==> config.mk <==
export PLATFORM = sky130hd
export DESIGN_NAME = serial_shift_rx
export DESIGN_NICKNAME = d
export VERILOG_FILES = /design/src/rtl/serial_shift_rx.sv
export SDC_FILE = /design/constraint.sdc
export NUM_CORES = 1
export LEC_CHECK = 0
export CORE_MARGIN = 2
export CORE_UTILIZATION = 55
export DETAILED_ROUTE_END_ITERATION = 6
export PLACE_DENSITY = 0.82
export SKIP_CTS_REPAIR_TIMING = 1
export SLEW_MARGIN = 15
export SYNTH_ARGS = -nofsm -noshare
export SYNTH_HDL_FRONTEND = slang
export SYNTH_SLANG_ARGS = --single-unit
export TNS_END_PERCENT = 50
==> constraint.sdc <==
create_clock -name clk -period 2.5 [get_ports clk]
set_input_delay 0.375 -clock clk [delete_from_list [all_inputs] [get_ports clk]]
set_output_delay 0.375 -clock clk [all_outputs]
set_load 0.02 [all_outputs]
==> src/rtl/serial_shift_rx.sv <==
// serial_shift_rx: oversampling receiver for a clock/data/clear/latch serial segment stream
module serial_shift_rx #(
    parameter int FRAME_BITS  = 64,
    parameter int SYNC_STAGES = 2
) (
    input  logic                  clk,
    input  logic                  rst,
    input  logic                  seg_clk_in,
    input  logic                  seg_sout_in,
    input  logic                  seg_clrn_in,
    input  logic                  seg_pen_in,
    input  logic                  frame_ready,
    output logic [FRAME_BITS-1:0] frame_data,
    output logic                  frame_valid,
    output logic [6:0]            bit_count,
    output logic                  frame_err,
    output logic                  overrun
);
    typedef enum logic {IDLE, SHIFT} state_t;
    localparam logic [6:0] FB = 7'(FRAME_BITS);

    logic [SYNC_STAGES-1:0][3:0] sync_q, sync_d;
    logic [SYNC_STAGES-1:0]      fill_q, fill_d;
    logic [3:0]                  synced;
    logic clk_prev_q, clk_prev_d, pen_prev_q, pen_prev_d, armed_q, armed_d;
    logic clk_evt_q, clk_evt_d, pen_evt_q, pen_evt_d, sout_q, sout_d, clrn_q, clrn_d;
    state_t                state_q, state_d;
    logic [FRAME_BITS-1:0] shreg_q, shreg_d, data_q, data_d;
    logic [6:0]            cnt_q, cnt_d;
    logic bad_q, bad_d, valid_q, valid_d, err_q, err_d, ovr_q, ovr_d, good;

    assign synced = sync_q[SYNC_STAGES-1];

    // Edges count only once the chain holds real pin samples and seg_clk was seen low
    always_comb begin
        sync_d     = {sync_q[SYNC_STAGES-2:0], {seg_clk_in, seg_sout_in, seg_clrn_in, seg_pen_in}};
        fill_d     = {fill_q[SYNC_STAGES-2:0], 1'b1};
        armed_d    = armed_q | (fill_q[SYNC_STAGES-1] & ~synced[3]);
        clk_prev_d = synced[3];
        pen_prev_d = synced[0];
        clk_evt_d  = synced[3] & ~clk_prev_q & armed_q;
        pen_evt_d  = synced[0] & ~pen_prev_q;
        sout_d     = synced[2];
        clrn_d     = synced[1];
    end

    always_comb begin
        state_d = state_q;
        shreg_d = shreg_q;
        cnt_d   = cnt_q;
        bad_d   = bad_q;
        data_d  = data_q;
        valid_d = valid_q & ~frame_ready;
        err_d   = 1'b0;
        ovr_d   = 1'b0;
        good    = 1'b0;
        if (!clrn_q) begin
            state_d = IDLE;
            cnt_d   = '0;
            shreg_d = '0;
            bad_d   = 1'b0;
        end else begin
            if (clk_evt_q) begin
                shreg_d = {shreg_q[FRAME_BITS-2:0], sout_q};
                cnt_d   = (state_q == IDLE) ? 7'd1 : (&cnt_q ? cnt_q : cnt_q + 7'd1);
                bad_d   = ((state_q == SHIFT) & bad_q) | (cnt_d > FB);
                state_d = SHIFT;
            end
            if (pen_evt_q && state_q == SHIFT) begin
                good    = (cnt_d == FB) & ~bad_d;
                data_d  = good ? shreg_d : data_q;
                valid_d = good | valid_d;
                ovr_d   = good & valid_q & ~frame_ready;
                err_d   = ~good;
                state_d = IDLE;
                cnt_d   = '0;
                bad_d   = 1'b0;
            end
        end
    end

    always_ff @(posedge clk) begin
        if (rst) begin
            sync_q     <= '0;
            fill_q     <= '0;
            armed_q    <= 1'b0;
            clk_prev_q <= 1'b0;
            pen_prev_q <= 1'b0;
            clk_evt_q  <= 1'b0;
            pen_evt_q  <= 1'b0;
            sout_q     <= 1'b0;
            clrn_q     <= 1'b0;
            state_q    <= IDLE;
            shreg_q    <= '0;
            cnt_q      <= '0;
            bad_q      <= 1'b0;
            data_q     <= '0;
            valid_q    <= 1'b0;
            err_q      <= 1'b0;
            ovr_q      <= 1'b0;
        end else begin
            sync_q     <= sync_d;
            fill_q     <= fill_d;
            armed_q    <= armed_d;
            clk_prev_q <= clk_prev_d;
            pen_prev_q <= pen_prev_d;
            clk_evt_q  <= clk_evt_d;
            pen_evt_q  <= pen_evt_d;
            sout_q     <= sout_d;
            clrn_q     <= clrn_d;
            state_q    <= state_d;
            shreg_q    <= shreg_d;
            cnt_q      <= cnt_d;
            bad_q      <= bad_d;
            data_q     <= data_d;
            valid_q    <= valid_d;
            err_q      <= err_d;
            ovr_q      <= ovr_d;
        end
    end

    assign frame_data  = data_q;
    assign frame_valid = valid_q;
    assign bit_count   = cnt_q;
    assign frame_err   = err_q;
    assign overrun     = ovr_q;
endmodule

==> flow_summary.json, run 1 <==
{
  "clk_pin_slew_ns": 0.06,
  "synthFlopType": "dfxtp_1",
  "insertion_delay_ns": 0.42,
  "drv_cap": 0,
  "synth_top_area_cell": "dfxtp_1",
  "cts.path.max_buffers": 2,
  "ir_drop_mv": 0.5541,
  "finClkSkew_ns": 0.009653,
  "synth.distinct_cells": 43,
  "core_mm2": 0.01094,
  "cts_tree": "done",
  "slowest_stage": "dfxtp_1",
  "synth_area_mm2": 0.006226,
  "drcViolationCount": 0,
  "cts_made_buffers": 17,
  "worstPathCellList": "ha_1, and2_1, a32oi_1, a311o_1, a21oi_4, buf_6, a31oi_1, a211oi_2",
  "die_h_um": 110.4,
  "syn_to_final_growth_pct": 23.13,
  "start_kind": "flop",
  "dr.pass1.iters": 4,
  "synth_fp_nets": 577,
  "fmax_ghz": 0.4248,
  "yosys.area.top_type_share_pct": 50.48,
  "n_antenna_cell": 0,
  "antenna_found_initial": 0,
  "finalCriticalPeriod_ns": 2.354,
  "wirelength_mm": 13.84,
  "drt_iter0_drc": 377,
  "cp_slowest_stage_delay_ns": 0.33,
  "crit_fanout": 31,
  "synthTopCellsByArea": "dfxtp_1 (50%), a211oi_2 (12%), mux2i_1 (10%)",
  "setup_viol": 0,
  "cp-end-kind": "flop",
  "synthCells": 569,
  "synth_warnings": 0,
  "worstPathRequired_ns": 2.84,
  "p_per_area_mw_per_mm2": 723.9,
  "wire_per_inst_um": 17.73,
  "synth_edf_count": 0,
  "p_total_w": 0.005549,
  "leakage_nw": 2.291,
  "drive_gt1_share_pct": 19.03,
  "period_share_pct": 94.17,
  "port_buffers": 80,
  "dpl.hpwl_mm": 8.401,
  "rows": 38,
  "yosysMostFrequentCell": "dfxtp_1",
  "grt_pass1_wl_mm": 22.16,
  "setup_ws_ns": 0.1457,
  "worst_pin_slew_ns": 0.8840,
  "worst_hold_path_type": "primary input to flop",
  "synth_area_per_cell_um2": 10.94,
  "hold_violations": 0,
  "initial_core_util_pct": 56.93,
  "crit_arrival_ns": 2.69,
  "fin_setup_tns_ns": 0,
  "cts_sinks": 157,
  "slew_violations": 0,
  "die_width_um": 110.4,
  "status": "finished, final reports clean",
  "crit_type": "flop to flop",
  "viasPerCell": 5.918,
  "grt_pass1_vias": 4576,
  "io_pins": 81,
  "final_nets": 636,
  "preCtsSetupSlack_ns": 0.1787,
  "max_slew_margin_pct": 41.07,
  "async_flop_share_pct": 0,
  "dr_total_vias": 4622,
  "synthTopCellsByCount": "dfxtp_1 (157), nor2_1 (79), a31oi_1 (70), mux2i_1 (65), a211oi_2 (60)",
  "seq_area_frac_synth_pct": 50.48,
  "root_buffer": "clkbuf_16",
  "rsz0062_at_grt": "false",
  "grt_max_degree": 65,
  "cts_max_level": 4,
  "synth_seq_cells": 157,
  "grt_remaining_overflow": 0,
  "final_antenna_net_count": 0,
  "grt_usage_pct": 23.35,
  "die_area_mm2": 0.01219,
  "gp_congestion": 0.8927
}
where the power goes:
| group | internal, W | switching [W] |
|---|---|---|
| registers | 0.00251 | 0.00000377 |
| clock network | 0.00189 | 0.00108 |
| logic | 0.0000210 | 0.0000458 |
state kept, by name, summed over array words and instances, names as in the netlist, 2 cells and up:
register    cells
shreg_q        64
frame_data     64
bit_count       7
fill_q          2
synced          4
sync_d          4
cell usage in the layout, fill, tap and decap left out, drive strengths merged, types with 2 or more instances in the layout:
cell type	Yosys	routed
dfxtp	157	157
nor2	80	80
clkdlybuf4s50	0	79
a31oi	70	70
a211oi	67	67
mux2i	65	65
buf	40	19
clkbuf	18	17
nor2b	14	14
inv	5	10
nand2	8	8
nand3	8	8
bufinv	0	6
a21oi	5	5
o21ai	4	4
clkinvlp	0	3
nor3	3	3
and3	3	3
nor3b	2	2
and2	2	2
a21o	2	2
nand2b	2	2
final cells by class:
class	instances	area (um^2)
fillers	795	3269
flip-flops and latches	157	3147
multi-input cells	349	2653
repair buffers	98	989.7
clock buffers	17	425.4
clock inverters	15	257.7
well taps	140	175.2
inverters	5	18.77
path summary, 6_finish.rpt:
path / start / end / slack, ns / cells past startpoint
max: bit_count[0] / frame_data[33] / 0.15 / 8
min: rst / frame_data[20] / 0.33 / 2
max reg2reg: bit_count[0] / frame_data[33] / 0.15 / 8
min reg2reg: pen_prev_q / pen_evt_q / 0.40 / 1
routing by layer:
layer	track usage (%)	vias up	routed length [um]
met5	0	-	0
met4	10.09	0	225
met3	5.232	21	596
met2	38.65	138	6881
met1	29.30	2259	6140
li1	-	2204	-
worst max-delay path: cells and delay by family (launching register included):
| family | cells | cell delay, ns |
|---|---|---|
| AND/OR/NAND/NOR | 1 | 0.32 |
| AO/OA/AOI/OAI | 5 | 1.06 |
| flip-flops | 1 | 0.33 |
| adder cells (fa/ha/maj) | 1 | 0.27 |
| buffers and inverters | 1 | 0.27 |
through the flow:
step,std cells,util (%),hold WS (ns),instance area [um^2]
3_5_place_dp,748,63.57,0.3849,6952
5_1_grt,781,70.10,0.3397,7666
6_report,781,70.10,0.3305,7666
4_1_cts,780,69.82,0.3194,7635
2_1_floorplan,569,-,0.3674,6226
3_3_place_gp,748,63.57,0.3709,6952
kinds of logic after synthesis:
group	Yosys count	share of synthesized area [%]
AND/OR/NAND/NOR	126	9.345
multiplexers	65	10.45
AO/OA/AOI/OAI	156	22.23
adder cells (fa/ha/maj)	1	0.2009
XOR/XNOR	1	0.1407
buffers and inverters	63	7.154
flip-flops	157	50.48
(Power assumes the default switching activity.)
==> inputs of run 2 (changes only) <==
Settings changed: ABC_CLOCK_PERIOD_IN_PS from default to 2500, CORE_MARGIN 2 to 3, SLEW_MARGIN 15 to default.
==> run 2 against run 1 <==
Net effect: first-iteration DRC count fell by 19%; flip-flop and latch count unchanged; clock power is 9.8% lower; global-route usage decreased by 1.3 points; sequential share of layout area grew 0.36 points; non-clock buffer count is 2 lower; die area is 3.7% higher; critical path depth is the same; count of clock-buffer cells in the layout is 6 higher.
==> flow_summary.json, run 2 (synthesis gave the netlist of run 1 again) <==
{
  "status": "finished, final reports clean",
  "grt_pass1_wl_mm": 22.85,
  "cts_made_buffers": 17,
  "final_common_cell": "dfxtp_1",
  "share_seq_of_total_power_pct": 47.8,
  "drcViolationCount": 0,
  "wirelength_mm": 13.58,
  "crit_fanout": 31,
  "grt_max_degree": 81,
  "core_mm2": 0.01094,
  "worst_pin_slew_ns": 1.072,
  "drive_gt1_share_pct": 18.47,
  "cts.path.max_buffers": 2,
  "viasPerCell": 5.961,
  "final_nets": 634,
  "p_switching_w": 0.001025,
  "die_width_um": 112.4,
  "die_area_mm2": 0.01263,
  "wire_per_inst_um": 17.43,
  "finClkSkew_ns": 0.007274,
  "period_share_pct": 92.48,
  "clk_pin_slew_ns": 0.06,
  "n_antenna_cell": 0,
  "most-common-layout-cells": "dfxtp_1 (156), nor2_1 (79), clkdlybuf4s50_1 (79), a31oi_1 (70), mux2i_1 (65)",
  "finalCriticalPeriod_ns": 2.312,
  "io_pins": 81,
  "grt_usage_pct": 22.06,
  "p_total_w": 0.005268,
  "dr_total_vias": 4644,
  "leakage_nw": 2.261,
  "design_area_mm2": 0.007600,
  "grt_remaining_overflow": 0,
  "antenna_found_initial": 0,
  "dpl.hpwl_mm": 8.322,
  "dr.pass1.iters": 5,
  "max_slew_margin_pct": 28.52,
  "fin_setup_tns_ns": 0,
  "port_buffers": 80,
  "worstPathRequired_ns": 2.78,
  "switching_share_pct": 19.47,
  "initial_core_util_pct": 56.93,
  "crit_type": "flop to flop",
  "cp-end-kind": "flop",
  "worst_hold_path_type": "primary input to flop",
  "clkPwrFrac_pct": 50.9,
  "final_antenna_net_count": 0,
  "place_area_mm2": 0.006957,
  "cts_max_level": 4,
  "drt_iter0_drc": 305,
  "fmax_ghz": 0.4325,
  "grt_pass1_vias": 4714,
  "power_frac_comb_pct": 1.3,
  "whs_ns": 0.2154,
  "syn_to_final_growth_pct": 22.07,
  "cts_sinks": 157,
  "rows": 38,
  "insertion_delay_ns": 0.42,
  "gp_congestion": 0.8714,
  "crit_arrival_ns": 2.59,
  "cts_tree": "done",
  "slew_violations": 0,
  "hold_violations": 0,
  "p_per_area_mw_per_mm2": 693.2,
  "rsz0062_at_grt": "false",
  "root_buffer": "clkbuf_16",
  "die_h_um": 112.4,
  "internal_power_w": 0.004242,
  "drv_cap": 0,
  "start_kind": "flop",
  "ir_drop_mv": 0.5145,
  "setup_viol": 0
}
run 2: cell count changes in the layout (fill, tap and decap cells not counted), moves of 2 or more:
| cell | previous run | this run |
|---|---|---|
| inv_6 | 4 | 0 |
| bufinv_16 | 6 | 3 |
| clkbuf_8 | 0 | 3 |
| buf_4 | 12 | 10 |
| clkbuf_1 | 0 | 2 |
| clkinv_2 | 0 | 2 |
run 2: area by class of cell:
cell class                 count  area [um^2]
clock buffer                  23        499.2
tap                          140        175.2
clock inverter                 9        131.4
inverter                       5        18.77
fill                         805         3336
sequential                   157         3147
timing repair buffer          96        979.7
multi-input combinational    349         2649
run 2: metrics by stage:
stage | std cells | setup slack (ns) | utilization (%)
4_1_cts | 779 | 0.1397 | 69.38
3_3_place_gp | 747 | 0.2667 | 63.62
3_5_place_dp | 747 | 0.1601 | 63.62
5_1_grt | 779 | 0.03135 | 69.50
2_1_floorplan | 569 | 0.1616 | -
6_report | 779 | 0.1880 | 69.50
run 2: worst paths after layout:
path	start	endpoint	slack (ns)	cells after the start
setup / recovery	bit_count[0]	frame_data[19]	0.19	8
setup reg to reg	bit_count[0]	frame_data[19]	0.19	8
hold / removal	rst	fill_q[0]	0.22	2
hold reg to reg	clk_prev_q	clk_evt_q	0.38	1
run 2: critical path: stages (launching register included):
cell,delay [ns]
dfxtp_1,0.32
ha_1,0.25
and2_2,0.26
a31oi_1,0.20
a21o_1,0.13
and4_4,0.38
and3_4,0.26
buf_12,0.23
a211oi_2,0.11
run 2: metal layers:
metal / up-vias / GRT usage, % / part of all wire, %
met5: - / 0 / 0
met4: 0 / 10.10 / 2.1
met3: 23 / 5.606 / 4.7
met2: 124 / 36.00 / 49
met1: 2295 / 27.57 / 44
li1: 2202 / - / -
run 2: power by group through the flow:
stage          combinational, W  sequential (W)  clock, W
3_3_place_gp          0.0000668         0.00257         0
6_report              0.0000682         0.00252   0.00268
4_1_cts               0.0000681         0.00252   0.00272
2_1_floorplan         0.0000482         0.00257         0
5_1_grt               0.0000726         0.00252   0.00283
3_5_place_dp          0.0000678         0.00257         0
